--- src/rtl/multicycle_ctrl_pkg.sv ---
// ---------------------------------------------------------------------------
// ctrl_pkg
// Shared definitions for the multicycle ARM-subset control unit: the main
// FSM state encoding, the ResultSrc mux codes and the ALU operand select
// codes used by the datapath.
// Ports: none (package).
// ---------------------------------------------------------------------------
package ctrl_pkg;

  // Main controller states. The numeric values are visible on the debug
  // State port, so they are fixed here rather than left to the tools.
  typedef enum logic [3:0] {
    FETCH    = 4'd0,
    DECODE   = 4'd1,
    MEMADR   = 4'd2,
    MEMRD    = 4'd3,
    MEMWB    = 4'd4,
    MEMWR    = 4'd5,
    EXECUTER = 4'd6,
    EXECUTEI = 4'd7,
    ALUWB    = 4'd8,
    BRANCH   = 4'd9,
    FPUEXEC  = 4'd10,
    FPUWAIT  = 4'd11,
    FPUWB    = 4'd12
  } state_t;

  // ResultSrc codes.
  localparam logic [1:0] RES_ALUOUT = 2'b00;
  localparam logic [1:0] RES_DATA   = 2'b01;
  localparam logic [1:0] RES_ALU    = 2'b10;
  localparam logic [1:0] RES_FPU    = 2'b11;

  // ALUSrcA codes: register operand, program counter, registered ALU result.
  localparam logic [1:0] SRCA_REG    = 2'b00;
  localparam logic [1:0] SRCA_PC     = 2'b01;
  localparam logic [1:0] SRCA_ALUOUT = 2'b10;

  // ALUSrcB codes: register operand, extended immediate, constant four.
  localparam logic [1:0] SRCB_REG  = 2'b00;
  localparam logic [1:0] SRCB_IMM  = 2'b01;
  localparam logic [1:0] SRCB_FOUR = 2'b10;

endpackage

--- src/rtl/multicycle_ctrl_if.sv ---
// ---------------------------------------------------------------------------
// multicycle_ctrl_if
// Bundles the controller <-> datapath/FPU signals.
//   master : the controller (consumes Op/Funct/FPUDone, drives strobes)
//   slave  : the datapath side (drives Op/Funct/FPUDone, consumes strobes)
// Signals: Op[1:0], Funct[5:0], FPUDone, IRWrite, NextPC, RegW, MemW, Branch,
//          ALUOp, AdrSrc, ALUSrcA[1:0], ALUSrcB[1:0], ResultSrc[1:0],
//          ResSrc, FPUStart, FPUErr, State[3:0].
// ---------------------------------------------------------------------------
interface multicycle_ctrl_if;
  logic [1:0] Op;
  logic [5:0] Funct;
  logic       FPUDone;
  logic       IRWrite;
  logic       NextPC;
  logic       RegW;
  logic       MemW;
  logic       Branch;
  logic       ALUOp;
  logic       AdrSrc;
  logic [1:0] ALUSrcA;
  logic [1:0] ALUSrcB;
  logic [1:0] ResultSrc;
  logic       ResSrc;
  logic       FPUStart;
  logic       FPUErr;
  logic [3:0] State;

  modport master (
    input  Op, Funct, FPUDone,
    output IRWrite, NextPC, RegW, MemW, Branch, ALUOp, AdrSrc,
           ALUSrcA, ALUSrcB, ResultSrc, ResSrc, FPUStart, FPUErr, State
  );

  modport slave (
    output Op, Funct, FPUDone,
    input  IRWrite, NextPC, RegW, MemW, Branch, ALUOp, AdrSrc,
           ALUSrcA, ALUSrcB, ResultSrc, ResSrc, FPUStart, FPUErr, State
  );
endinterface

--- src/rtl/multicycle_ctrl_fpu_timer.sv ---
// ---------------------------------------------------------------------------
// fpu_timer
// Watchdog counter for the FPU wait state.
// Ports:
//   clk     in  system clock, rising edge
//   reset   in  asynchronous, active-low reset
//   clr     in  clear the count (controller is not waiting on the FPU)
//   inc     in  advance the count by one
//   expired out count has reached FPU_TIMEOUT-1
// ---------------------------------------------------------------------------
module fpu_timer #(
  parameter int FPU_TIMEOUT = 15
) (
  input  logic clk,
  input  logic reset,
  input  logic clr,
  input  logic inc,
  output logic expired
);

  localparam int W = $clog2(FPU_TIMEOUT + 1);
  localparam logic [W-1:0] LIMIT = W'(FPU_TIMEOUT - 1);

  logic [W-1:0] count;

  // Count saturates at the limit so it can never wrap back to zero.
  always_ff @(posedge clk or negedge reset) begin
    if (!reset) begin
      count <= '0;
    end else if (clr) begin
      count <= '0;
    end else if (inc && !expired) begin
      count <= count + 1'b1;
    end
  end

  assign expired = (count == LIMIT);

endmodule

--- src/rtl/multicycle_ctrl.sv ---
// ---------------------------------------------------------------------------
// multicycle_ctrl
// Main control FSM of the multicycle ARM-subset core with a multi-cycle FPU.
// Sequences fetch/decode/memory/ALU/branch/FPU instructions and drives the
// datapath selects and raw write strobes (gated later by the condition
// logic). Runs the FPU start/done handshake with a watchdog timeout.
// Ports:
//   clk    in  system clock, rising edge
//   reset  in  asynchronous, active-low reset; forces every output to 0
//   bus    master modport of multicycle_ctrl_if (Op/Funct/FPUDone in,
//          strobes, selects, FPUStart, sticky FPUErr and debug State out)
// ---------------------------------------------------------------------------
module multicycle_ctrl
  import ctrl_pkg::*;
#(
  parameter int FPU_TIMEOUT = 15
) (
  input  logic              clk,
  input  logic              reset,
  multicycle_ctrl_if.master bus
);

  state_t state;
  state_t nextState;
  logic   timerExpired;
  logic   fpuTimeout;
  logic   fpuErr;

  // A done pulse on the limit cycle takes priority over the timeout.
  assign fpuTimeout = (state == FPUWAIT) && !bus.FPUDone && timerExpired;

  fpu_timer #(.FPU_TIMEOUT(FPU_TIMEOUT)) u_timer (
    .clk     (clk),
    .reset   (reset),
    .clr     (state != FPUWAIT),
    .inc     ((state == FPUWAIT) && !bus.FPUDone),
    .expired (timerExpired)
  );

  always_ff @(posedge clk or negedge reset) begin
    if (!reset) begin
      state <= FETCH;
    end else begin
      state <= nextState;
    end
  end

  always_ff @(posedge clk or negedge reset) begin
    if (!reset) begin
      fpuErr <= 1'b0;
    end else if (fpuTimeout) begin
      fpuErr <= 1'b1;
    end
  end

  // Next-state logic; unused encodings fall back to FETCH.
  always_comb begin
    nextState = FETCH;
    case (state)
      FETCH:    nextState = DECODE;
      DECODE: begin
        case (bus.Op)
          2'b00:   nextState = bus.Funct[5] ? EXECUTEI : EXECUTER;
          2'b01:   nextState = MEMADR;
          2'b10:   nextState = BRANCH;
          default: nextState = FPUEXEC;
        endcase
      end
      MEMADR:   nextState = bus.Funct[0] ? MEMRD : MEMWR;
      MEMRD:    nextState = MEMWB;
      EXECUTER: nextState = ALUWB;
      EXECUTEI: nextState = ALUWB;
      FPUEXEC:  nextState = bus.FPUDone ? FPUWB : FPUWAIT;
      FPUWAIT: begin
        if (bus.FPUDone)       nextState = FPUWB;
        else if (timerExpired) nextState = FETCH;
        else                   nextState = FPUWAIT;
      end
      default:  nextState = FETCH;
    endcase
  end

  // Moore output decode. Reset overrides the decode combinationally so the
  // strobes drop the moment reset is asserted, not at the next edge.
  always_comb begin
    bus.IRWrite   = 1'b0;
    bus.NextPC    = 1'b0;
    bus.RegW      = 1'b0;
    bus.MemW      = 1'b0;
    bus.Branch    = 1'b0;
    bus.ALUOp     = 1'b0;
    bus.AdrSrc    = 1'b0;
    bus.ALUSrcA   = SRCA_REG;
    bus.ALUSrcB   = SRCB_REG;
    bus.ResultSrc = RES_ALUOUT;
    bus.ResSrc    = 1'b0;
    bus.FPUStart  = 1'b0;
    case (state)
      FETCH: begin
        bus.ALUSrcA   = SRCA_PC;
        bus.ALUSrcB   = SRCB_FOUR;
        bus.ResultSrc = RES_ALU;
        bus.IRWrite   = 1'b1;
        bus.NextPC    = 1'b1;
      end
      DECODE: begin
        bus.ALUSrcA   = SRCA_PC;
        bus.ALUSrcB   = SRCB_FOUR;
        bus.ResultSrc = RES_ALU;
      end
      MEMADR:   bus.ALUSrcB = SRCB_IMM;
      MEMRD:    bus.AdrSrc  = 1'b1;
      MEMWB: begin
        bus.ResultSrc = RES_DATA;
        bus.RegW      = 1'b1;
      end
      MEMWR: begin
        bus.AdrSrc = 1'b1;
        bus.MemW   = 1'b1;
      end
      EXECUTER: bus.ALUOp = 1'b1;
      EXECUTEI: begin
        bus.ALUSrcB = SRCB_IMM;
        bus.ALUOp   = 1'b1;
      end
      ALUWB:    bus.RegW = 1'b1;
      BRANCH: begin
        bus.ALUSrcA   = SRCA_ALUOUT;
        bus.ALUSrcB   = SRCB_IMM;
        bus.ResultSrc = RES_ALU;
        bus.Branch    = 1'b1;
      end
      FPUEXEC: begin
        bus.FPUStart = 1'b1;
        bus.ResSrc   = 1'b1;
      end
      FPUWAIT:  bus.ResSrc = 1'b1;
      FPUWB: begin
        bus.ResultSrc = RES_FPU;
        bus.ResSrc    = 1'b1;
        bus.RegW      = 1'b1;
      end
      default: ;
    endcase
    if (!reset) begin
      bus.IRWrite   = 1'b0;
      bus.NextPC    = 1'b0;
      bus.RegW      = 1'b0;
      bus.MemW      = 1'b0;
      bus.Branch    = 1'b0;
      bus.ALUOp     = 1'b0;
      bus.AdrSrc    = 1'b0;
      bus.ALUSrcA   = 2'b00;
      bus.ALUSrcB   = 2'b00;
      bus.ResultSrc = 2'b00;
      bus.ResSrc    = 1'b0;
      bus.FPUStart  = 1'b0;
    end
  end

  assign bus.FPUErr = fpuErr;
  assign bus.State  = state;

endmodule

--- src/flat_wrapper.sv ---
// flat-port wrapper written by rule: the top's interface ports become plain ports
module multicycle_ctrl_flat import ctrl_pkg::*;
#(
  parameter int FPU_TIMEOUT = 15
)
  (clk, reset, bus_Op, bus_Funct, bus_FPUDone, bus_IRWrite, bus_NextPC, bus_RegW, bus_MemW, bus_Branch, bus_ALUOp, bus_AdrSrc, bus_ALUSrcA, bus_ALUSrcB, bus_ResultSrc, bus_ResSrc, bus_FPUStart, bus_FPUErr, bus_State);
  multicycle_ctrl_if bus_i ();
  input  logic clk;
  input  logic reset;
  input wire logic [$bits(bus_i.Op)-1:0] bus_Op;
  input wire logic [$bits(bus_i.Funct)-1:0] bus_Funct;
  input wire logic [$bits(bus_i.FPUDone)-1:0] bus_FPUDone;
  output wire logic [$bits(bus_i.IRWrite)-1:0] bus_IRWrite;
  output wire logic [$bits(bus_i.NextPC)-1:0] bus_NextPC;
  output wire logic [$bits(bus_i.RegW)-1:0] bus_RegW;
  output wire logic [$bits(bus_i.MemW)-1:0] bus_MemW;
  output wire logic [$bits(bus_i.Branch)-1:0] bus_Branch;
  output wire logic [$bits(bus_i.ALUOp)-1:0] bus_ALUOp;
  output wire logic [$bits(bus_i.AdrSrc)-1:0] bus_AdrSrc;
  output wire logic [$bits(bus_i.ALUSrcA)-1:0] bus_ALUSrcA;
  output wire logic [$bits(bus_i.ALUSrcB)-1:0] bus_ALUSrcB;
  output wire logic [$bits(bus_i.ResultSrc)-1:0] bus_ResultSrc;
  output wire logic [$bits(bus_i.ResSrc)-1:0] bus_ResSrc;
  output wire logic [$bits(bus_i.FPUStart)-1:0] bus_FPUStart;
  output wire logic [$bits(bus_i.FPUErr)-1:0] bus_FPUErr;
  output wire logic [$bits(bus_i.State)-1:0] bus_State;
  assign bus_i.Op = bus_Op;
  assign bus_i.Funct = bus_Funct;
  assign bus_i.FPUDone = bus_FPUDone;
  assign bus_IRWrite = bus_i.IRWrite;
  assign bus_NextPC = bus_i.NextPC;
  assign bus_RegW = bus_i.RegW;
  assign bus_MemW = bus_i.MemW;
  assign bus_Branch = bus_i.Branch;
  assign bus_ALUOp = bus_i.ALUOp;
  assign bus_AdrSrc = bus_i.AdrSrc;
  assign bus_ALUSrcA = bus_i.ALUSrcA;
  assign bus_ALUSrcB = bus_i.ALUSrcB;
  assign bus_ResultSrc = bus_i.ResultSrc;
  assign bus_ResSrc = bus_i.ResSrc;
  assign bus_FPUStart = bus_i.FPUStart;
  assign bus_FPUErr = bus_i.FPUErr;
  assign bus_State = bus_i.State;
  multicycle_ctrl #(.FPU_TIMEOUT(FPU_TIMEOUT)) u_core (.clk(clk), .reset(reset), .bus(bus_i));
endmodule
--- config.mk ---
export PLATFORM = sky130hd
export DESIGN_NAME = multicycle_ctrl_flat
export DESIGN_NICKNAME = d
export VERILOG_FILES = /design/src/rtl/multicycle_ctrl_pkg.sv /design/src/rtl/multicycle_ctrl_if.sv /design/src/rtl/multicycle_ctrl_fpu_timer.sv /design/src/rtl/multicycle_ctrl.sv /design/src/flat_wrapper.sv
export SDC_FILE = /design/constraint.sdc
export NUM_CORES = 1
export LEC_CHECK = 0
export BUFFER_PORTS_ARGS = -buffer_cell sky130_fd_sc_hd__buf_2
export CAP_MARGIN = 10
export CELL_PAD_IN_SITES_DETAIL_PLACEMENT = 0
export CELL_PAD_IN_SITES_GLOBAL_PLACEMENT = 1
export CORE_MARGIN = 2
export CORE_UTILIZATION = 35
export CTS_CLUSTER_SIZE = 14
export DETAILED_ROUTE_END_ITERATION = 8
export MAX_ROUTING_LAYER = met4
export PLACE_DENSITY = 0.94
export SYNTH_ARGS = -nofsm -noshare
export SYNTH_HDL_FRONTEND = slang
export SYNTH_SLANG_ARGS = --single-unit
--- constraint.sdc ---
create_clock -name clk -period 1.85 [get_ports clk]
set_input_delay 0.0925 -clock clk [delete_from_list [all_inputs] [get_ports clk]]
set_output_delay 0.0925 -clock clk [all_outputs]
set_load 0.01 [all_outputs]
=== Yosys cells after proc, flatten, opt, wreduce, memory -nomap -nowiden ===
Cells that the tools add are included.

* Register bits: 9
* Input bits: 11
* Output and inout bits: 20
* Logic and storage cells: 66

* Add/sub/neg operators: 1
* Equal/unequal tests: 16
* Muxes and demuxes: 31
* Reductions and logical operators: 15

{| class="wikitable"
|+ Operators by type and width
! operator !! number
|-
| $pmux W4 S7 || 1
|-
| $eq A4 B4 Y1 const B || 6
|-
| $mux W1 || 17
|-
| $eq A4 B3 Y1 const B || 4
|-
| $mux W4 || 4
|-
| $pmux W4 S3 || 1
|-
| $reduce_or A3 Y1 || 4
|-
| $eq A4 B2 Y1 const B || 2
|-
| $pmux W2 S2 || 2
|-
| $mux W2 || 3
|-
| $mux W3 || 2
|-
| $pmux W2 S3 || 1
|-
| $reduce_or A2 Y1 || 3
|-
| $add A4 B1 Y4 const B || 1
|-
| $eq A4 B1 Y1 const B || 1
|-
| $logic_not A4 Y1 || 1
|-
| $ne A4 B4 Y1 const B || 1
|-
| $logic_and A1 B1 Y1 || 3
|-
| $eq A2 B1 Y1 const B || 1
|-
| $eq A2 B2 Y1 const B || 1
|-
| $logic_not A1 Y1 || 2
|-
| $logic_not A2 Y1 || 1
|-
| $reduce_bool A2 Y1 || 1
|}

=== Logic depth before layout (Yosys ltp) ===
Gate-level depths: netlist (run 1).

* Depth after elaboration: 5
* Gate-level depth with buffers: 5
* Gate-level depth less buffers: 5

=== Modules after synthesis ===
Synthesis (run 1) repeated with hierarchy kept, for this count alone.

* Cells, all modules: 85
* Area, all modules: 711.9 µm²

{| class="wikitable"
|+ Modules (own cells, without submodules)
! module !! times used !! cells an instance !! area each (µm²)
|-
| multicycle_ctrl || 1 || 61 || 490.5
|-
| fpu_timer || 1 || 24 || 221.5
|}

=== Least setup slack after synthesis (run 1) ===
No wires, ideal clock.

* Kind: register to output
* Start: register u_core.state[1] (netlist: u_core.bus.State[1])
* End: output bus_NextPC
* Arrival time: 1.359 ns
* Data required time: 1.757 ns
* Path slack: 0.399 ns
* Cell stages (with the launch flop): 6
* Path buffers: 2
* Path through: dfrtp_1 -> buf_4 -> nor2_1 -> nand2_1 -> nor3_1 -> buf_4

* Word-level cells in the longest chain between the ends: 3

{| class="wikitable"
|+ Ends and longest elaborated chain
! what !! line !! text
|-
| from (decl) || multicycle_ctrl.sv:23 || <nowiki>state_t state;</nowiki>
|-
| from (signal assigned) || multicycle_ctrl.sv:44 || <nowiki>state <= nextState;</nowiki>
|-
| $logic_not A4 Y1 || - ||
|-
| $mux W1 (2 in series) || - ||
|-
| to (decl) || flat_wrapper.sv:14 || <nowiki>output wire logic [$bits(bus_i.NextPC)-1:0] bus_NextPC;</nowiki>
|}

No other way between the ends.

=== Final worst setup path (run 1) ===
* Start: register u_core.state[3] (netlist: u_core.bus.State[3])
* End: output bus_ALUSrcB[0]

* Word-level cells in the longest chain between the ends: 4

{| class="wikitable"
|+ Ends and longest elaborated chain
! what !! line !! text
|-
| $eq A4 B4 Y1 (tied with other cells) || multicycle_ctrl.sv:98 || <nowiki>case (state)</nowiki>
|-
| $reduce_or A3 Y1 (no line) or $reduce_or A2 Y1 (tied branches) || - ||
|-
| $pmux W2 S2 * || multicycle_ctrl.sv:98 ||
|-
| $mux W2 * || multicycle_ctrl.sv:145 || <nowiki>if (!reset) begin</nowiki>
|-
| to (decl) || flat_wrapper.sv:21 || <nowiki>output wire logic [$bits(bus_i.ALUSrcB)-1:0] bus_ALUSrcB;</nowiki>
|}

Mark *: on every way between the ends. The rest lies on a longest branch, timed or not.

==> results.json, run 1 <==
{
  "status": "finished, final reports clean",
  "syn_nets": 102,
  "grt_use_met3_pct": 1.23,
  "cp_slowest_cell": "dfrtp_1",
  "ant_nets": 0,
  "h-tree-depth": 1,
  "tightestPinTransition_ps": 502,
  "slew_headroom_pct": 66.5,
  "yosysWarnings": 0,
  "rsz0062_at_grt": "false",
  "hold_path_depth": 2,
  "max_freq_mhz": 600,
  "min_period_ps": 1670,
  "min_path_type": "in2reg",
  "first_global_vias": 625,
  "reg2regPathDepth": 3,
  "layout.nets": 127,
  "die_w_um": 49.3,
  "grt-ovfl-total": 0,
  "cp_num_cells": 4,
  "cts-buffers-inserted": 3,
  "grt_max_degree": 18,
  "vias_per_cell": 5.06,
  "grt_util_met2_pct": 23.0,
  "drive_gt1_share_pct": 27.4,
  "wl_per_cell_um": 11.3,
  "hpwl_um": 1150,
  "path_cells": "nor2b_1 -> a32oi_1 -> nor2b_1 -> buf_2",
  "grtUsageMet1_pct": 18.9,
  "power_density_nw_per_um2": 1170,
  "crit_path_max_incr_delay_ps": 660,
  "synth_area_um2": 719,
  "vias": 708,
  "worstSkewPairLatency_ps": 260,
  "grt_pass1_wl_um": 2780,
  "die_h_um": 49.3,
  "n_antenna_cell": 0,
  "yosysUniqueCellTypes": 33,
  "synthCells": 89,
  "cts_root_buf": "clkbuf_4",
  "drc": 0,
  "cp-end-kind": "output port",
  "seq_area_frac_synth_pct": 31.3,
  "crit_fanout": 17,
  "antenna_found_initial": 0,
  "required_ps": 1760,
  "cts-resized-gates": 0,
  "critPathKind": "reg2out",
  "cts_tree": "yes",
  "hold_viol": 0,
  "drt_iter0_drc": 19,
  "pin_count": 31,
  "wirelength_um": 1580,
  "postLayoutCellArea_um2": 877,
  "hold_buffers": 1,
  "drt-pass1-iter-count": 4,
  "port-buffer-count": 26,
  "critPathMostFrequentCell": "nor2b_1",
  "cp_top_family": "flip-flops",
  "gp_congestion": 0.719,
  "final-seq-area_um2": 225,
  "leakage_nw": 0.465,
  "synth_seq_cells": 9,
  "min_period_over_period_pct": 90.0,
  "postPlaceCellArea_um2": 841,
  "globalRouteTotalUtil_pct": 14.9,
  "rows": 16,
  "dieArea_um2": 2430,
  "path_buf_inv": 1,
  "multiInputGateArea_um2": 425,
  "clockBufferDepth": 2,
  "initial_core_util_pct": 37.0,
  "fin_worst_skew_ps": 1.60,
  "tns_ps": 0,
  "cts.sinks": 9,
  "avgSynthCellArea_um2": 8.08,
  "setup_viol_count_final": 0,
  "grt_busiest_layer": "met2",
  "irDropWorstVdd_mv": 0.503,
  "core_area_um2": 1940,
  "clk_transition_reported_paths_ps": 60,
  "syn2layout_area_growth_pct": 21.9,
  "maxCapViolCount": 0,
  "worstPathArrival_ps": 1570,
  "startpoint_type": "flop",
  "fill_cells": 191,
  "post-cts-setup-buffer-count": 0,
  "finalMaxSlewViolations": 0
}
==> cells in the final DEF (no fill, tap or decap), drive strengths merged, types with 3 or more instances in the layout <==
cell    count
a21oi       3
a31oi       3
and3        4
buf        26
clkbuf      4
dfrtp       9
inv         7
nand2       8
nand2b      5
nand3       3
nor2        7
nor2b       5
nor3        3
xnor2       3
==> Yosys cell counts <==
cell type  number  area, um^2
dfrtp_1         9         225
nand2_1         8        30.0
nor2_1          7        26.3
inv_1           6        22.5
nand2b_1        5        31.3
nor2b_1         5        31.3
and3_1          4        25.0
buf_2           4        20.0
a21oi_1         3        15.0
a31oi_1         3        18.8
buf_4           3        22.5
nand3_1         3        15.0
nor3_1          3        15.0
xnor2_1         3        26.3
and2_1          2        12.5
ha_1            2        25.0
nor3b_1         2        15.0
o31ai_1         2        15.0
a211o_1         1        8.76
a211oi_1        1        7.51
a21o_1          1        7.51
a32oi_1         1        8.76
and3b_1         1        8.76
inv_2           1        3.75
mux2i_1         1        10.0
nand3b_1        1        7.51
nand4b_1        1        8.76
nand4b_2        1        15.0
nor4b_1         1        8.76
o2111ai_1       1        8.76
o21bai_1        1        7.51
o311ai_1        1        8.76
or4_1           1        7.51
==> state kept, by name, indices dropped and copies added, names as in the netlist <==
signal	cells
u_core.bus.State	4
u_core.u_timer.count	4
u_core.bus.FPUErr	1
==> layer usage <==
metal | vias to the layer above | part of all wire (%) | wire (um)
met4 | 0 | 0.76 | 12
met2 | 16 | 48 | 758
met5 | - | 0 | 0
met3 | 2 | 3.5 | 56
met1 | 334 | 48 | 755
li1 | 356 | - | -
==> power breakdown <==
group | switching [W] | internal, W | leakage (nW) | total, W
clock network | 0.0000698 | 0.0000832 | 0.0150 | 0.000153
logic | 0.000252 | 0.000238 | 0.334 | 0.000490
registers | 0.000152 | 0.000233 | 0.116 | 0.000385
total | 0.000474 | 0.000554 | 0.465 | 0.00103
==> per-stage QoR <==
stage | setup slack (ps) | cells | total power, W | hold slack (ps) | utilization (%)
finish | 184 | 140 | 0.00103 | 107 | 45.2
global route | 41.8 | 140 | 0.00112 | 123 | 45.2
CTS | 175 | 140 | 0.00104 | 90.0 | 45.2
detailed placement | 438 | 135 | 0.000881 | -7.49 | 43.3
global placement | 449 | 135 | 0.000874 | -9.95 | 43.3
floorplan | 399 | 89 | 0.000742 | -203 | -
==> final timing paths <==
path	to	slack [ps]	startpoint
setup / recovery	bus_ALUSrcB[0]	180	u_core.bus.State[3]$_DFF_PN0_
min in group asynchronous	u_core.bus.State[2]$_DFF_PN0_	270	reset
setup reg to reg	u_core.bus.State[1]$_DFF_PN0_	430	u_core.bus.State[0]$_DFF_PN0_
max in group asynchronous	u_core.u_timer.count[1]$_DFFE_PN0P_	1360	reset
hold / removal	u_core.bus.FPUErr$_DFFE_PN0P_	110	bus_FPUDone
hold reg to reg	u_core.bus.FPUErr$_DFFE_PN0P_	460	u_core.bus.FPUErr$_DFFE_PN0P_
==> kinds of logic (layout without fill, tap and decap cells) <==
family,count (synthesis),after routing,share of synthesized area (%)
and+or+nand+nor,45,45,35.8
AOI/OAI and AO/OA,15,15,14.8
buffers and inverters,14,38,9.56
adders and majority gates,2,2,3.48
muxes,1,1,1.39
DFF,9,9,31.3
xor gates and xnor gates,3,3,3.65
==> area by class of cell <==
class	instances	share of cell area, %
Tap cell	27	3.85
Clock buffer	4	3.00
Multi-Input combinational cell	66	48.5
Sequential cell	9	25.7
Timing Repair Buffer	27	16.0
Inverter	7	3.00
==> worst register-to-register path, stage by stage (launching register included) <==
cell     delay [ps]
dfrtp_1         590
nor2b_1         370
a21oi_1         110
o31ai_1         240
(Power assumes the default switching activity.)
==> run 2, diff against run 1 <==
--- a/config.mk
+++ b/config.mk
@@ -5,12 +5,13 @@
 export SDC_FILE = /design/constraint.sdc
 export NUM_CORES = 1
 export LEC_CHECK = 0
+export ABC_AREA = 1
 export BUFFER_PORTS_ARGS = -buffer_cell sky130_fd_sc_hd__buf_2
 export CAP_MARGIN = 10
 export CELL_PAD_IN_SITES_DETAIL_PLACEMENT = 0
 export CELL_PAD_IN_SITES_GLOBAL_PLACEMENT = 1
 export CORE_MARGIN = 2
-export CORE_UTILIZATION = 35
+export CORE_UTILIZATION = 33
 export CTS_CLUSTER_SIZE = 14
 export DETAILED_ROUTE_END_ITERATION = 8
 export MAX_ROUTING_LAYER = met4
==> run 2 against run 1 <==
Effect of this change:
- fmax rose by 1.9%
- synthesized area fell by 1.0%
- core utilization fell by 0.35 points
- sequential power fell by 21%
- critical path type unchanged
- largest power group unchanged
==> results.json, run 2 <==
{
  "crit_fanout": 7,
  "dieArea_um2": 2540,
  "synth_top_area_cell": "dfrtp_1",
  "min_period_over_period_pct": 88.3,
  "hpwl_um": 1290,
  "muxShareOfSynthArea_pct": 0,
  "cts-buffers-inserted": 3,
  "synth_compound_area_share_pct": 5.98,
  "clk_transition_reported_paths_ps": 60,
  "synth-simple-area-share_pct": 46.6,
  "synth_area_um2": 712,
  "die_w_um": 50.4,
  "ys_top_cells_by_area": "dfrtp_1, nand2_1, nor2_1, inv_1, nand3_1",
  "h-tree-depth": 1,
  "ant_nets": 0,
  "synthTopCellsByCount": "nand2_1, nor2_1, inv_1",
  "fin_worst_skew_ps": 5.58,
  "initial_core_util_pct": 35.6,
  "grt_max_degree": 16,
  "post-cts-setup-buffer-count": 0,
  "postLayoutCellArea_um2": 897,
  "min_period_ps": 1630,
  "cts_tree": "yes",
  "leakage_nw": 0.548,
  "seq_area_frac_synth_pct": 31.6,
  "vias": 754,
  "layout.nets": 154,
  "avgSynthCellArea_um2": 6.41,
  "cts.sinks": 9,
  "synth_seq_cells": 9,
  "rsz0062_at_grt": "false",
  "dp_slack_ps": 506,
  "drt_iter0_drc": 17,
  "holdWs_ps": 98.6,
  "yosysWarnings": 0,
  "required_ps": 1760,
  "cp-end-kind": "output port",
  "setup_viol_count_final": 0,
  "cts_root_buf": "clkbuf_4",
  "rows": 16,
  "synth_most_common_cell": "nand2_1",
  "grt-ovfl-total": 0,
  "critPathKind": "reg2out",
  "drive_gt1_share_pct": 27.9,
  "drt-pass1-iter-count": 4,
  "vias_per_cell": 4.51,
  "first_global_vias": 632,
  "power_density_nw_per_um2": 1060,
  "slew_headroom_pct": 79.5,
  "synth_xor_area_share_pct": 1.23,
  "postPlaceCellArea_um2": 861,
  "grt_pass1_wl_um": 2710,
  "syn2layout_area_growth_pct": 26.0,
  "layoutNonFillerInstCount": 167,
  "port-buffer-count": 26,
  "die_h_um": 50.4,
  "tns_ps": 0,
  "wl_per_cell_um": 9.47,
  "antenna_found_initial": 0,
  "status": "finished, final reports clean",
  "layout_setup_ws_ps": 216,
  "postSynth.asyncResetShare_pct": 100,
  "min_path_type": "in2reg",
  "clockBufferDepth": 2,
  "synthCells": 111,
  "tightestPinTransition_ps": 307,
  "pin_count": 31,
  "synthFlopType": "dfrtp_1",
  "worstPathArrival_ps": 1540,
  "n_antenna_cell": 0,
  "synthAdderAreaFrac_pct": 3.51,
  "irDropWorstVdd_mv": 0.428,
  "startpoint_type": "flop",
  "dp_cells": 162,
  "yosysTopAreaCellShare_pct": 31.6,
  "gp_congestion": 0.812,
  "yosysUniqueCellTypes": 20,
  "max_freq_mhz": 612,
  "drc": 0,
  "worstSkewPairLatency_ps": 260,
  "core_area_um2": 2000,
  "cts-resized-gates": 0,
  "finalMaxSlewViolations": 0,
  "hold_viol": 0,
  "syn_nets": 124,
  "final_common_cell": "nand2_1",
  "maxCapViolCount": 0,
  "synth_top_family_by_area": "simple AND/OR/NAND/NOR gates",
  "wirelength_um": 1580,
  "globalRouteTotalUtil_pct": 14.3,
  "layout_common_cells": "nand2_1, buf_2, nor2_1",
  "synth_enable_flop_cells": 0
}
[run 2: worst max-delay path, stage by stage, from the launching register on]
cell,delay (ps)
dfrtp_1,440
inv_1,240
nand2_1,100
inv_1,120
nand3_1,100
a21oi_1,150
buf_2,140
[run 2: power breakdown]
part	switching (W)	internal, W
clock	0.0000683	0.0000831
combinational	0.000314	0.000181
sequential	0.0000741	0.000232
total	0.000457	0.000496
[run 2: layout make-up]
type | instances | area (um^2)
Sequential cell | 9 | 225
Fill cell | 230 | 1100
Timing Repair Buffer | 27 | 140
Inverter | 17 | 63.8
Clock buffer | 4 | 26.3
Tap cell | 27 | 33.8
Multi-Input combinational cell | 83 | 408
[run 2: repair_timing]
item,4_1_cts,5_1_grt
setup endpoints to repair,0,0
hold endpoints to repair,9,0
hold buffers,1,0
[run 2: cell families (layout without fill, tap and decap cells)]
kind of cell	after synthesis	count (layout)
xor gates and xnor gates	1	1
adders and majority gates	2	2
and+or+nand+nor	73	73
AOI/OAI and AO/OA	7	7
buffers and inverters	19	48
DFF	9	9
[run 2: final timing paths]
| path | startpoint | end | slack [ps] | cells after the start |
|---|---|---|---|---|
| setup / recovery | u_core.bus.State[1]$_DFF_PN0_ | bus_AdrSrc | 220 | 6 |
| hold / removal | bus_Op[1] | u_core.bus.State[3]$_DFF_PN0_ | 100 | 3 |
| setup reg to reg | u_core.u_timer.count[0]$_DFFE_PN0P_ | u_core.bus.State[0]$_DFF_PN0_ | 540 | 7 |
| hold reg to reg | u_core.bus.FPUErr$_DFFE_PN0P_ | u_core.bus.FPUErr$_DFFE_PN0P_ | 480 | 1 |
| max in group asynchronous | reset | u_core.u_timer.count[3]$_DFFE_PN0P_ | 1350 | 2 |
| min in group asynchronous | reset | u_core.bus.State[3]$_DFF_PN0_ | 260 | 2 |
[run 2: per-stage QoR]
stage / power [W] / utilization (%)
3_5_place_dp: 0.000809 / 43.0
5_1_grt: 0.00105 / 44.8
6_report: 0.000953 / 44.8
2_1_floorplan: 0.000647 / -
3_3_place_gp: 0.000799 / 43.0
4_1_cts: 0.000967 / 44.8
[run 2: metal layers]
layer  share of wire, %  global-route usage, %  vias up
li1                   -                      -      404
met1                 46                   17.5      332
met2                 49                   23.0       16
met3                3.7                   2.08        2
met4                1.2                   6.76        0
met5                  0                      -        -
